`config.mk`:
```
export PLATFORM = sky130hd
export DESIGN_NAME = packed_mult_acc_dsp_flat
export DESIGN_NICKNAME = d
export VERILOG_FILES = /design/src/rtl/packed_mult_acc_dsp_pkg.sv /design/src/rtl/packed_mult_acc_dsp_if.sv /design/src/rtl/packed_mult_acc_dsp_unpack.sv /design/src/rtl/packed_mult_acc_dsp.sv /design/src/flat_wrapper.sv
export SDC_FILE = /design/constraint.sdc
export NUM_CORES = 1
export LEC_CHECK = 0
export ABC_CLOCK_PERIOD_IN_PS = 3400
export BUFFER_PORTS_ARGS = -buffer_cell sky130_fd_sc_hd__buf_2
export CAP_MARGIN = 20
export CORE_ASPECT_RATIO = 0.5
export CORE_MARGIN = 5
export CORE_UTILIZATION = 46
export CTS_CLUSTER_DIAMETER = 200
export CTS_CLUSTER_SIZE = 14
export DETAILED_ROUTE_END_ITERATION = 10
export GPL_TIMING_DRIVEN = 0
export PLACE_DENSITY = 0.66
export SETUP_SLACK_MARGIN = 0.4
export SLEW_MARGIN = 30
export SYNTH_ARGS = -nofsm -noshare
export SYNTH_HDL_FRONTEND = slang
export SYNTH_SLANG_ARGS = --single-unit
export TNS_END_PERCENT = 10
```
`constraint.sdc`:
```
create_clock -name clk -period 3.4 [get_ports clk]
set_input_delay 0.17 -clock clk [delete_from_list [all_inputs] [get_ports clk]]
set_output_delay 0.17 -clock clk [all_outputs]
set_load 0.005 [all_outputs]
```
`src/rtl/packed_mult_acc_dsp_pkg.sv`:
```
// Shared CNN datapath package.
// Holds the DSP48 port widths and the elaboration-time helpers that check
// lane packing and size the accumulation guard.
//   lane_ok        : 1 when DATA_W/LANES/LANE_SHIFT pack legally into one DSP
//   acc_safe_beats : number of beats a lane can accumulate with no possible
//                    overflow of its LANE_SHIFT-bit field
package cnn_pkg;

  localparam int DSP_A_W = 27;  // A/D pre-adder port width
  localparam int DSP_B_W = 18;  // B multiplier port width
  localparam int DSP_P_W = 48;  // P accumulator width

  function automatic bit lane_ok(input int data_w, input int lanes, input int lane_shift);
    return (data_w >= 2) && (data_w <= 8) &&
           (lanes >= 1) && (lanes <= 3) &&
           (lane_shift >= 2 * data_w + 1) &&
           ((lanes - 1) * lane_shift + data_w <= DSP_A_W) &&
           (lanes * lane_shift <= DSP_P_W);
  endfunction

  // A lane product magnitude is at most 2^(2*DATA_W-2); summing
  // 2^(LANE_SHIFT-2*DATA_W) of them reaches 2^(LANE_SHIFT-2), which still
  // fits a signed LANE_SHIFT-bit field.
  function automatic longint acc_safe_beats(input int data_w, input int lane_shift);
    return longint'(1) << (lane_shift - 2 * data_w);
  endfunction

endpackage

```
`src/rtl/packed_mult_acc_dsp_if.sv`:
```
// Beat/result bundle for packed_mult_acc_dsp.
//   master : producer side (drives in_*, a_vec, w; observes results)
//   slave  : the multiplier (consumes beats, drives out_valid/out_vec/acc_ovf)
// in_first/in_last frame accumulation groups; a_vec lane k is
// a_vec[k*DATA_W +: DATA_W]; out_vec lane k is out_vec[k*LANE_SHIFT +: LANE_SHIFT].
interface packed_mult_acc_dsp_if #(
  parameter int DATA_W     = 4,
  parameter int LANES      = 2,
  parameter int LANE_SHIFT = 11
);
  logic                          in_valid;
  logic                          in_first;
  logic                          in_last;
  logic [LANES*DATA_W-1:0]       a_vec;
  logic [DATA_W-1:0]             w;
  logic                          out_valid;
  logic [LANES*LANE_SHIFT-1:0]   out_vec;
  logic                          acc_ovf;

  modport master (
    output in_valid, in_first, in_last, a_vec, w,
    input  out_valid, out_vec, acc_ovf
  );

  modport slave (
    input  in_valid, in_first, in_last, a_vec, w,
    output out_valid, out_vec, acc_ovf
  );
endinterface

```
`src/rtl/packed_mult_acc_dsp_unpack.sv`:
```
// packed_lane_unpack: splits a packed 48-bit DSP result into signed lanes.
// Each lane field sits at k*LANE_SHIFT; a negative lower lane borrows one
// from the field above it, so lane k>0 adds back bit k*LANE_SHIFT-1.
// Ports:
//   clk, rst          clock and synchronous active-high reset
//   in_valid, in_ovf  result strobe and overflow flag from the P stage
//   p                 packed DSP P word
//   out_valid         registered result strobe
//   out_vec           registered corrected lanes
//   out_ovf           registered overflow flag
module packed_lane_unpack
  import cnn_pkg::*;
#(
  parameter int LANES      = 2,
  parameter int LANE_SHIFT = 11
) (
  input  logic                        clk,
  input  logic                        rst,
  input  logic                        in_valid,
  input  logic                        in_ovf,
  input  logic [DSP_P_W-1:0]          p,
  output logic                        out_valid,
  output logic [LANES*LANE_SHIFT-1:0] out_vec,
  output logic                        out_ovf
);

  logic [LANES*LANE_SHIFT-1:0] lane_fix;
  logic                        unused_p;

  // Bits above the top lane are not part of any result.
  assign unused_p = ^p;

  for (genvar gi = 0; gi < LANES; gi++) begin : g_lane
    if (gi == 0) begin : g_base
      assign lane_fix[gi*LANE_SHIFT +: LANE_SHIFT] = p[gi*LANE_SHIFT +: LANE_SHIFT];
    end else begin : g_borrow
      assign lane_fix[gi*LANE_SHIFT +: LANE_SHIFT] =
        p[gi*LANE_SHIFT +: LANE_SHIFT] + LANE_SHIFT'(p[gi*LANE_SHIFT-1]);
    end
  end

  logic                        valid_d, valid_q;
  logic                        ovf_d, ovf_q;
  logic [LANES*LANE_SHIFT-1:0] vec_d, vec_q;

  always_comb begin
    valid_d = in_valid;
    ovf_d   = 1'b0;
    vec_d   = vec_q;
    if (in_valid) begin
      ovf_d = in_ovf;
      vec_d = lane_fix;
    end
  end

  always_ff @(posedge clk) begin
    if (rst) begin
      valid_q <= 1'b0;
      ovf_q   <= 1'b0;
      vec_q   <= '0;
    end else begin
      valid_q <= valid_d;
      ovf_q   <= ovf_d;
      vec_q   <= vec_d;
    end
  end

  assign out_valid = valid_q;
  assign out_vec   = vec_q;
  assign out_ovf   = ovf_q;

endmodule

```
`src/rtl/packed_mult_acc_dsp.sv`:
```
// packed_mult_acc_dsp: LANES signed activations share one DSP48 multiply
// against a common signed weight, with optional per-lane accumulation.
// Pipeline (5 registers, beat -> out_valid in 5 cycles):
//   s1 lane words / weight, s2 pre-add, s3 multiply, s4 P (reg or acc),
//   s5 borrow-corrected unpack.
// Ports:
//   clk, rst  clock and synchronous active-high reset
//   bus       slave side of packed_mult_acc_dsp_if (beats in, results out)
// Parameters: DATA_W operand width, LANES packed lanes, LANE_SHIFT lane
// spacing and output lane width, ACC_MODE 0 = per beat, 1 = framed groups.
module packed_mult_acc_dsp
  import cnn_pkg::*;
#(
  parameter int DATA_W     = 4,
  parameter int LANES      = 2,
  parameter int LANE_SHIFT = 11,
  parameter int ACC_MODE   = 0
) (
  input  logic clk,
  input  logic rst,
  packed_mult_acc_dsp_if.slave bus
);

  if (!lane_ok(DATA_W, LANES, LANE_SHIFT) || (ACC_MODE < 0) || (ACC_MODE > 1)) begin : g_bad_cfg
    $error("packed_mult_acc_dsp: illegal DATA_W/LANES/LANE_SHIFT/ACC_MODE combination");
  end

  // Counter saturates one past the safe count, so two extra bits suffice.
  localparam int              CNT_W      = LANE_SHIFT - 2 * DATA_W + 2;
  localparam logic [CNT_W-1:0] SAFE_BEATS = CNT_W'(acc_safe_beats(DATA_W, LANE_SHIFT));

  // ---------------- stage 1: lane words and weight ----------------
  logic signed [DSP_A_W-1:0] lane_word_d [LANES];
  logic signed [DSP_A_W-1:0] lane_word_q [LANES];
  logic signed [DSP_B_W-1:0] w1_d, w1_q;
  logic                      v1_d, v1_q, f1_d, f1_q, l1_d, l1_q;

  always_comb begin
    for (int k = 0; k < LANES; k++) begin
      lane_word_d[k] = DSP_A_W'($signed(bus.a_vec[k*DATA_W +: DATA_W])) << (k * LANE_SHIFT);
    end
    w1_d = DSP_B_W'($signed(bus.w));
    v1_d = bus.in_valid;
    f1_d = bus.in_first;
    l1_d = bus.in_last;
  end

  // ---------------- stage 2: pre-adder ----------------
  logic signed [DSP_A_W-1:0] preadd_d, preadd_q;
  logic signed [DSP_B_W-1:0] w2_d, w2_q;
  logic                      v2_d, v2_q, f2_d, f2_q, l2_d, l2_q;

  always_comb begin
    preadd_d = '0;
    for (int k = 0; k < LANES; k++) begin
      preadd_d = preadd_d + lane_word_q[k];
    end
    w2_d = w1_q;
    v2_d = v1_q;
    f2_d = f1_q;
    l2_d = l1_q;
  end

  // ---------------- stage 3: multiply ----------------
  (* use_dsp = "yes" *) logic signed [DSP_P_W-1:0] prod_d, prod_q;
  logic                      v3_d, v3_q, f3_d, f3_q, l3_d, l3_q;

  always_comb begin
    prod_d = DSP_P_W'(preadd_q) * DSP_P_W'(w2_q);
    v3_d   = v2_q;
    f3_d   = f2_q;
    l3_d   = l2_q;
  end

  // ---------------- stage 4: P register / accumulator ----------------
  (* use_dsp = "yes" *) logic signed [DSP_P_W-1:0] p_d, p_q;
  logic [CNT_W-1:0]          cnt_d, cnt_q;
  logic                      open_d, open_q;
  logic                      v4_d, v4_q, ovf4_d, ovf4_q;

  always_comb begin
    p_d    = p_q;
    cnt_d  = cnt_q;
    open_d = open_q;
    v4_d   = 1'b0;
    ovf4_d = 1'b0;
    if (ACC_MODE == 0) begin
      if (v3_q) begin
        p_d = prod_q;
      end
      v4_d = v3_q;
    end else if (v3_q) begin
      // A beat starts a fresh group on first, or when no group is open
      // (a stray last behaves as first+last).
      if (f3_q || !open_q) begin
        p_d   = prod_q;
        cnt_d = CNT_W'(1);
      end else begin
        p_d = p_q + prod_q;
        if (cnt_q <= SAFE_BEATS) begin
          cnt_d = cnt_q + CNT_W'(1);
        end
      end
      open_d = !l3_q;
      v4_d   = l3_q;
      ovf4_d = (cnt_d > SAFE_BEATS);
    end
  end

  always_ff @(posedge clk) begin
    lane_word_q <= lane_word_d;
    w1_q        <= w1_d;
    f1_q        <= f1_d;
    l1_q        <= l1_d;
    preadd_q    <= preadd_d;
    w2_q        <= w2_d;
    f2_q        <= f2_d;
    l2_q        <= l2_d;
    prod_q      <= prod_d;
    f3_q        <= f3_d;
    l3_q        <= l3_d;
    if (rst) begin
      v1_q   <= 1'b0;
      v2_q   <= 1'b0;
      v3_q   <= 1'b0;
      v4_q   <= 1'b0;
      ovf4_q <= 1'b0;
      p_q    <= '0;
      cnt_q  <= '0;
      open_q <= 1'b0;
    end else begin
      v1_q   <= v1_d;
      v2_q   <= v2_d;
      v3_q   <= v3_d;
      v4_q   <= v4_d;
      ovf4_q <= ovf4_d;
      p_q    <= p_d;
      cnt_q  <= cnt_d;
      open_q <= open_d;
    end
  end

  // ---------------- stage 5: unpack ----------------
  packed_lane_unpack #(
    .LANES      (LANES),
    .LANE_SHIFT (LANE_SHIFT)
  ) u_unpack (
    .clk       (clk),
    .rst       (rst),
    .in_valid  (v4_q),
    .in_ovf    (ovf4_q),
    .p         (p_q),
    .out_valid (bus.out_valid),
    .out_vec   (bus.out_vec),
    .out_ovf   (bus.acc_ovf)
  );

endmodule

```
`src/flat_wrapper.sv`:
```
// flat-port wrapper written by rule: the top's interface ports become plain ports
module packed_mult_acc_dsp_flat import cnn_pkg::*;
#(
  parameter int DATA_W     = 4,
  parameter int LANES      = 2,
  parameter int LANE_SHIFT = 11,
  parameter int ACC_MODE   = 0
)
  (clk, rst, bus_in_valid, bus_in_first, bus_in_last, bus_a_vec, bus_w, bus_out_valid, bus_out_vec, bus_acc_ovf);
  packed_mult_acc_dsp_if #(.DATA_W(DATA_W), .LANES(LANES), .LANE_SHIFT(LANE_SHIFT)) bus_i ();
  input  logic clk;
  input  logic rst;
  input wire logic [$bits(bus_i.in_valid)-1:0] bus_in_valid;
  input wire logic [$bits(bus_i.in_first)-1:0] bus_in_first;
  input wire logic [$bits(bus_i.in_last)-1:0] bus_in_last;
  input wire logic [$bits(bus_i.a_vec)-1:0] bus_a_vec;
  input wire logic [$bits(bus_i.w)-1:0] bus_w;
  output wire logic [$bits(bus_i.out_valid)-1:0] bus_out_valid;
  output wire logic [$bits(bus_i.out_vec)-1:0] bus_out_vec;
  output wire logic [$bits(bus_i.acc_ovf)-1:0] bus_acc_ovf;
  assign bus_i.in_valid = bus_in_valid;
  assign bus_i.in_first = bus_in_first;
  assign bus_i.in_last = bus_in_last;
  assign bus_i.a_vec = bus_a_vec;
  assign bus_i.w = bus_w;
  assign bus_out_valid = bus_i.out_valid;
  assign bus_out_vec = bus_i.out_vec;
  assign bus_acc_ovf = bus_i.acc_ovf;
  packed_mult_acc_dsp #(.DATA_W(DATA_W), .LANES(LANES), .LANE_SHIFT(LANE_SHIFT), .ACC_MODE(ACC_MODE)) u_core (.clk(clk), .rst(rst), .bus(bus_i));
endmodule
```
Word level (Yosys, flattened, before mapping)
Index checks and enable logic that the tools add are counted.

word-level totals
  register bits = 103
  bits in latches = 0
  memories kept = 0
  memory bits (read-only) = 0
  output and inout bits = 24
  logic and storage cells = 16
  bits in writable memories = 0

cells by class
  div/mod/pow operators = 0
  eq/ne operators = 0
  bitwise gates (word level) = 0
  magnitude comparators = 0
  reductions and logical operators = 0
  muxes and demuxes = 0
  shifts and indexed selects = 0
  multiply operators = 1
  $add $sub $neg = 2

operators with widths
  operator       number
  $mul 16x4->20  1
  $add 4x15->16  1
  $add 11x1->11  1

Logic depth before layout (Yosys ltp)
  depth in word-level cells = 1
  gate-level depth with buffers = 14

Cells and area by module
Synthesis repeated with hierarchy kept, for this count alone.

second synthesis, totals
  cell total of the unflattened synthesis = 464
  area total of the unflattened synthesis = 4779.6 um^2

modules (own cells, without submodules)
  module               area an instance (um^2)  instances  sequential area each (um^2)  cells each
  packed_mult_acc_dsp  3764.9                   1          1381.3                       359
  packed_lane_unpack   1014.7                   1          480.5                        105

Least setup slack after synthesis
Ideal clock, no wire load.

  path type = flip-flop to flip-flop
  from = register u_core.w2_q[3] (netlist name)
  to = register u_core.prod_q[20]
  required time = 3.277 ns
  cell stages (with the launch flop) = 13
  clock period less this slack = 3.773 ns
  arrival = 3.650 ns
  library setup time = 0.123 ns
  slack = -0.373 ns
  buffers on the path = 0
  cells stage by stage = dfxtp_1 -> nand2b_1 -> fa_1 -> inv_1 -> fa_1 -> fa_1 -> ha_1 -> fa_1 -> a211oi_4 -> nor4_2 -> nor4_1 -> o31ai_2 -> xnor2_1

between the ends
  word-level cells in the longest chain between the ends = 1

ends and longest elaborated chain
  what                         line                        RTL
  $mul 16x4->20                packed_mult_acc_dsp.sv:69   prod_d = DSP_P_W'(preadd_q) * DSP_P_W'(w2_q);
  named net u_core.prod_d[19]  packed_mult_acc_dsp.sv:65   (* use_dsp = "yes" *) logic signed [DSP_P_W-1:0] prod_d, prod_q;
  end signal, assigned         packed_mult_acc_dsp.sv:119  prod_q <= prod_d;
  end, declared                packed_mult_acc_dsp.sv:65

The timed path passes the listed nets, and every way through them passes these cells.
A chain may end at the register's enable or synchronous reset.

Worst setup path in the final report
  from = register u_core.preadd_q[0]
  to = register u_core.prod_q[13]

between the ends
  word-level cells in the longest chain between the ends = 1

ends and longest elaborated chain
  what                         line                        RTL
  start, declared              packed_mult_acc_dsp.sv:49   logic signed [DSP_A_W-1:0] preadd_d, preadd_q;
  start signal, assigned       packed_mult_acc_dsp.sv:115  preadd_q <= preadd_d;
  $mul 16x4->20                packed_mult_acc_dsp.sv:69
  named net u_core.prod_d[13]  packed_mult_acc_dsp.sv:65

The timed path passes the listed nets, and every way through them passes these cells.

==> out/qor.yml <==
worst_setup_path:
  required_ns: 3.62
  critical_path.most_common_cell: "fa_1"
  cp.arrival_ns: 3.81
  worst-r2r-setup-slack_ns: -0.19
  slowest_stage: "fa_1"
  start_kind: "flop"
  cp-end-kind: "flop"
  critPathMaxStageDelay_ns: 0.51
  worstPathCellList: "nand2b_4, fa_1, inv_2, fa_1, fa_1, ha_2, fa_2, a211oi_4, buf_4, nor2_1, o21ai_1, a31oi_1, xor2_1"
  critPathKind: "flop to flop"
  crit_path_max_fanout: 4
drt:
  viasPerCell: 4.68
  wl_mm: 8.02
  antenna_left: 0
  drt_iter0_markers: 98
  dr_total_vias: 2999
  drc: 0
  routedWlPerCell_um: 12.5
  firstDrtPassIters: 4
timing:
  setup_tns_ns: -0.469
  setup_slack_ns: -0.194
  slew_headroom_pct: 59.6
  fin_crit_sh_pct: 106
  fmax_mhz: 278
  hold_violations: 0
  period_needed_ns: 3.59
  skew_ns: 0.00751
  final_max_slew_viol_count: 0
  grt_setup_unrepaired: "yes"
  setup_viol: 5
  worst_pin_slew_ns: 0.606
cts:
  cts-root-buf: "clkbuf_16"
  cts_max_level: 3
  cts_buffers: 9
  cts_tree: "yes"
  clk_latency_ns: 0.34
  cts.sinks: 92
  clk_pin_slew_worst_paths_ns: 0.07
  cts_buffer_depth: 2
global_routing:
  overflow: 0
  grt_pass1_vias: 2955
  grt_usage_pct: 14.3
  grt_pass1_wl_mm: 13.7
  antenna_found_initial: 0
  grt_max_degree: 17
pwr:
  pwr_density_cell_nw_per_um2: 583
  p_leak_nw: 2.36
  peakVddDrop_v: 0.000271
layout:
  drive_gt1_share_pct: 18.4
  nFillCells: 828
  nNetsFinal: 583
  final_cell_mix: "dfxtp_1, nor2_1, buf_2, ha_1, mux2i_1"
  area_growth_pct: 20.0
  n_antenna_cell: 0
  final_common_cell: "dfxtp_1"
  fin_area_sq_um: 5460
  post-route-util_pct: 57.3
synthesis:
  synth_cell_types: 46
  yosys_most_used_dff: "dfxtp_1"
  synthesis.nets: 516
  synth_area_sq_um: 4550
  ys_warn_count: 0
  syn_avg_cell_area_sq_um: 10.5
  ys_ff_latch: 92
  synthArstFlopShare_pct: 0
  synth_edf_count: 0
  yosysSeqAreaShare_pct: 40.5
  syn_inst: 434
run:
  drv_cap: 0
placement:
  place_congestion: 0.785
  placed_area_sq_um: 4940
  hpwl_mm: 6.02
  io_buffers: 36
hold_path:
  min_path_type: "input port to flop"
floorplan:
  rows: 25
  dieWidth_um: 151
  start_util_pct: 47.7
  die_area_sq_um: 12100
  die_h_um: 80.3
  coreArea_sq_um: 9540
  pin_count: 41
status:
  outcome: "finished with violations"
  violations: "setup timing"
[stage by stage]
stage                     hold WS [ns]  power, mW  setup WS, ns  cells
after floorplan                  0.198       2.02       -0.0100    434
after global placement           0.274       2.20        -0.296    605
after detailed placement         0.274       2.20        -0.300    605
after CTS                       0.0461       3.20        -0.206    640
after global routing            0.0984       3.40        -0.317    641
final                           0.0569       3.18        -0.194    641
[worst max-delay path, delay by kind of cell, from the launching register on]
kind / cells / cell delay [ns]
adder cells (fa/ha/maj): 5 / 2.01
buffers and inverters: 2 / 0.20
XOR/XNOR: 1 / 0.16
flip-flops: 1 / 0.33
AND/OR/NAND/NOR: 2 / 0.17
AO/OA/AOI/OAI: 3 / 0.59
[layout make-up]
cell class | count | area, sq um | area share [%]
clock buffers | 11 | 243 | 4.44
plain buffers | 17 | 72.6 | 1.33
well taps | 135 | 169 | 3.09
repair buffers | 56 | 360 | 6.60
multi-input cells | 304 | 2640 | 48.4
inverters | 21 | 78.8 | 1.44
flip-flops and latches | 92 | 1860 | 34.0
clock inverters | 5 | 41.3 | 0.756
[report_power, final]
part	leakage, nW	switching [mW]	internal [mW]
sequential	0.761	0.0640	1.23
combinational	1.46	0.506	0.438
clock	0.138	0.425	0.525
[routing by layer]
layer	track usage, %	routed length [um]
met5	0	0
met2	20.8	3060
met1	20.6	4470
met4	3.80	90
met3	4.00	392
[worst paths after layout]
path                                    startpoint           endpoint  depth (start not counted)
worst max-delay path            u_core.preadd_q[0]  u_core.prod_q[13]                         13
worst min-delay path                  bus_in_valid        u_core.v1_q                          2
worst max register to register  u_core.preadd_q[0]  u_core.prod_q[13]                         13
worst min register to register      u_core.w1_q[2]     u_core.w2_q[2]                          0
[synthesized netlist by cell type, types with 9 or more instances]
cell type	instances	share of area [%]
nor2b_1	14	1.9
fa_1	24	11
mux2i_1	33	7.3
xnor2_1	15	2.9
ha_1	41	11
xor2_1	9	1.7
a211oi_1	10	1.6
a21oi_1	15	1.6
nand2_1	13	1.1
and2_1	23	3.2
dfxtp_1	92	40
inv_1	21	1.7
nor2_1	48	4.0
clkbuf_1	9	0.74
[registers in the layout (all words and copies together) (netlist names)]
register,cells
u_core.v3_q,1
u_core.prod_q,20
u_core.v4_q,1
u_core.w1_q,4
u_core.v2_q,1
u_core.u_unpack.out_vec,22
u_core.lane_word_q,8
u_core.v1_q,1
u_core.u_unpack.out_valid,1
u_core.preadd_q,9
u_core.w2_q,4
u_core.p_q,20
[cells by family after synthesis]
family | Yosys count | synth area share [%]
AO/OA/AOI/OAI | 51 | 7.42
flip-flops | 92 | 40.5
adder cells (fa/ha/maj) | 65 | 21.8
XOR/XNOR | 24 | 4.62
AND/OR/NAND/NOR | 127 | 14.3
buffers and inverters | 38 | 3.33
multiplexers | 36 | 8.00
other | 1 | 0.0824
[repair_timing]
action | in CTS | in global routing
pin swaps | 9 | 4
endpoints found under the setup margin | 13 | 15
setup buffers | 7 | 1
hold buffers | 12 | 0
hold endpoints to repair | 12 | 0
resized for setup | 9 | 5
(Power assumes the default switching activity.)
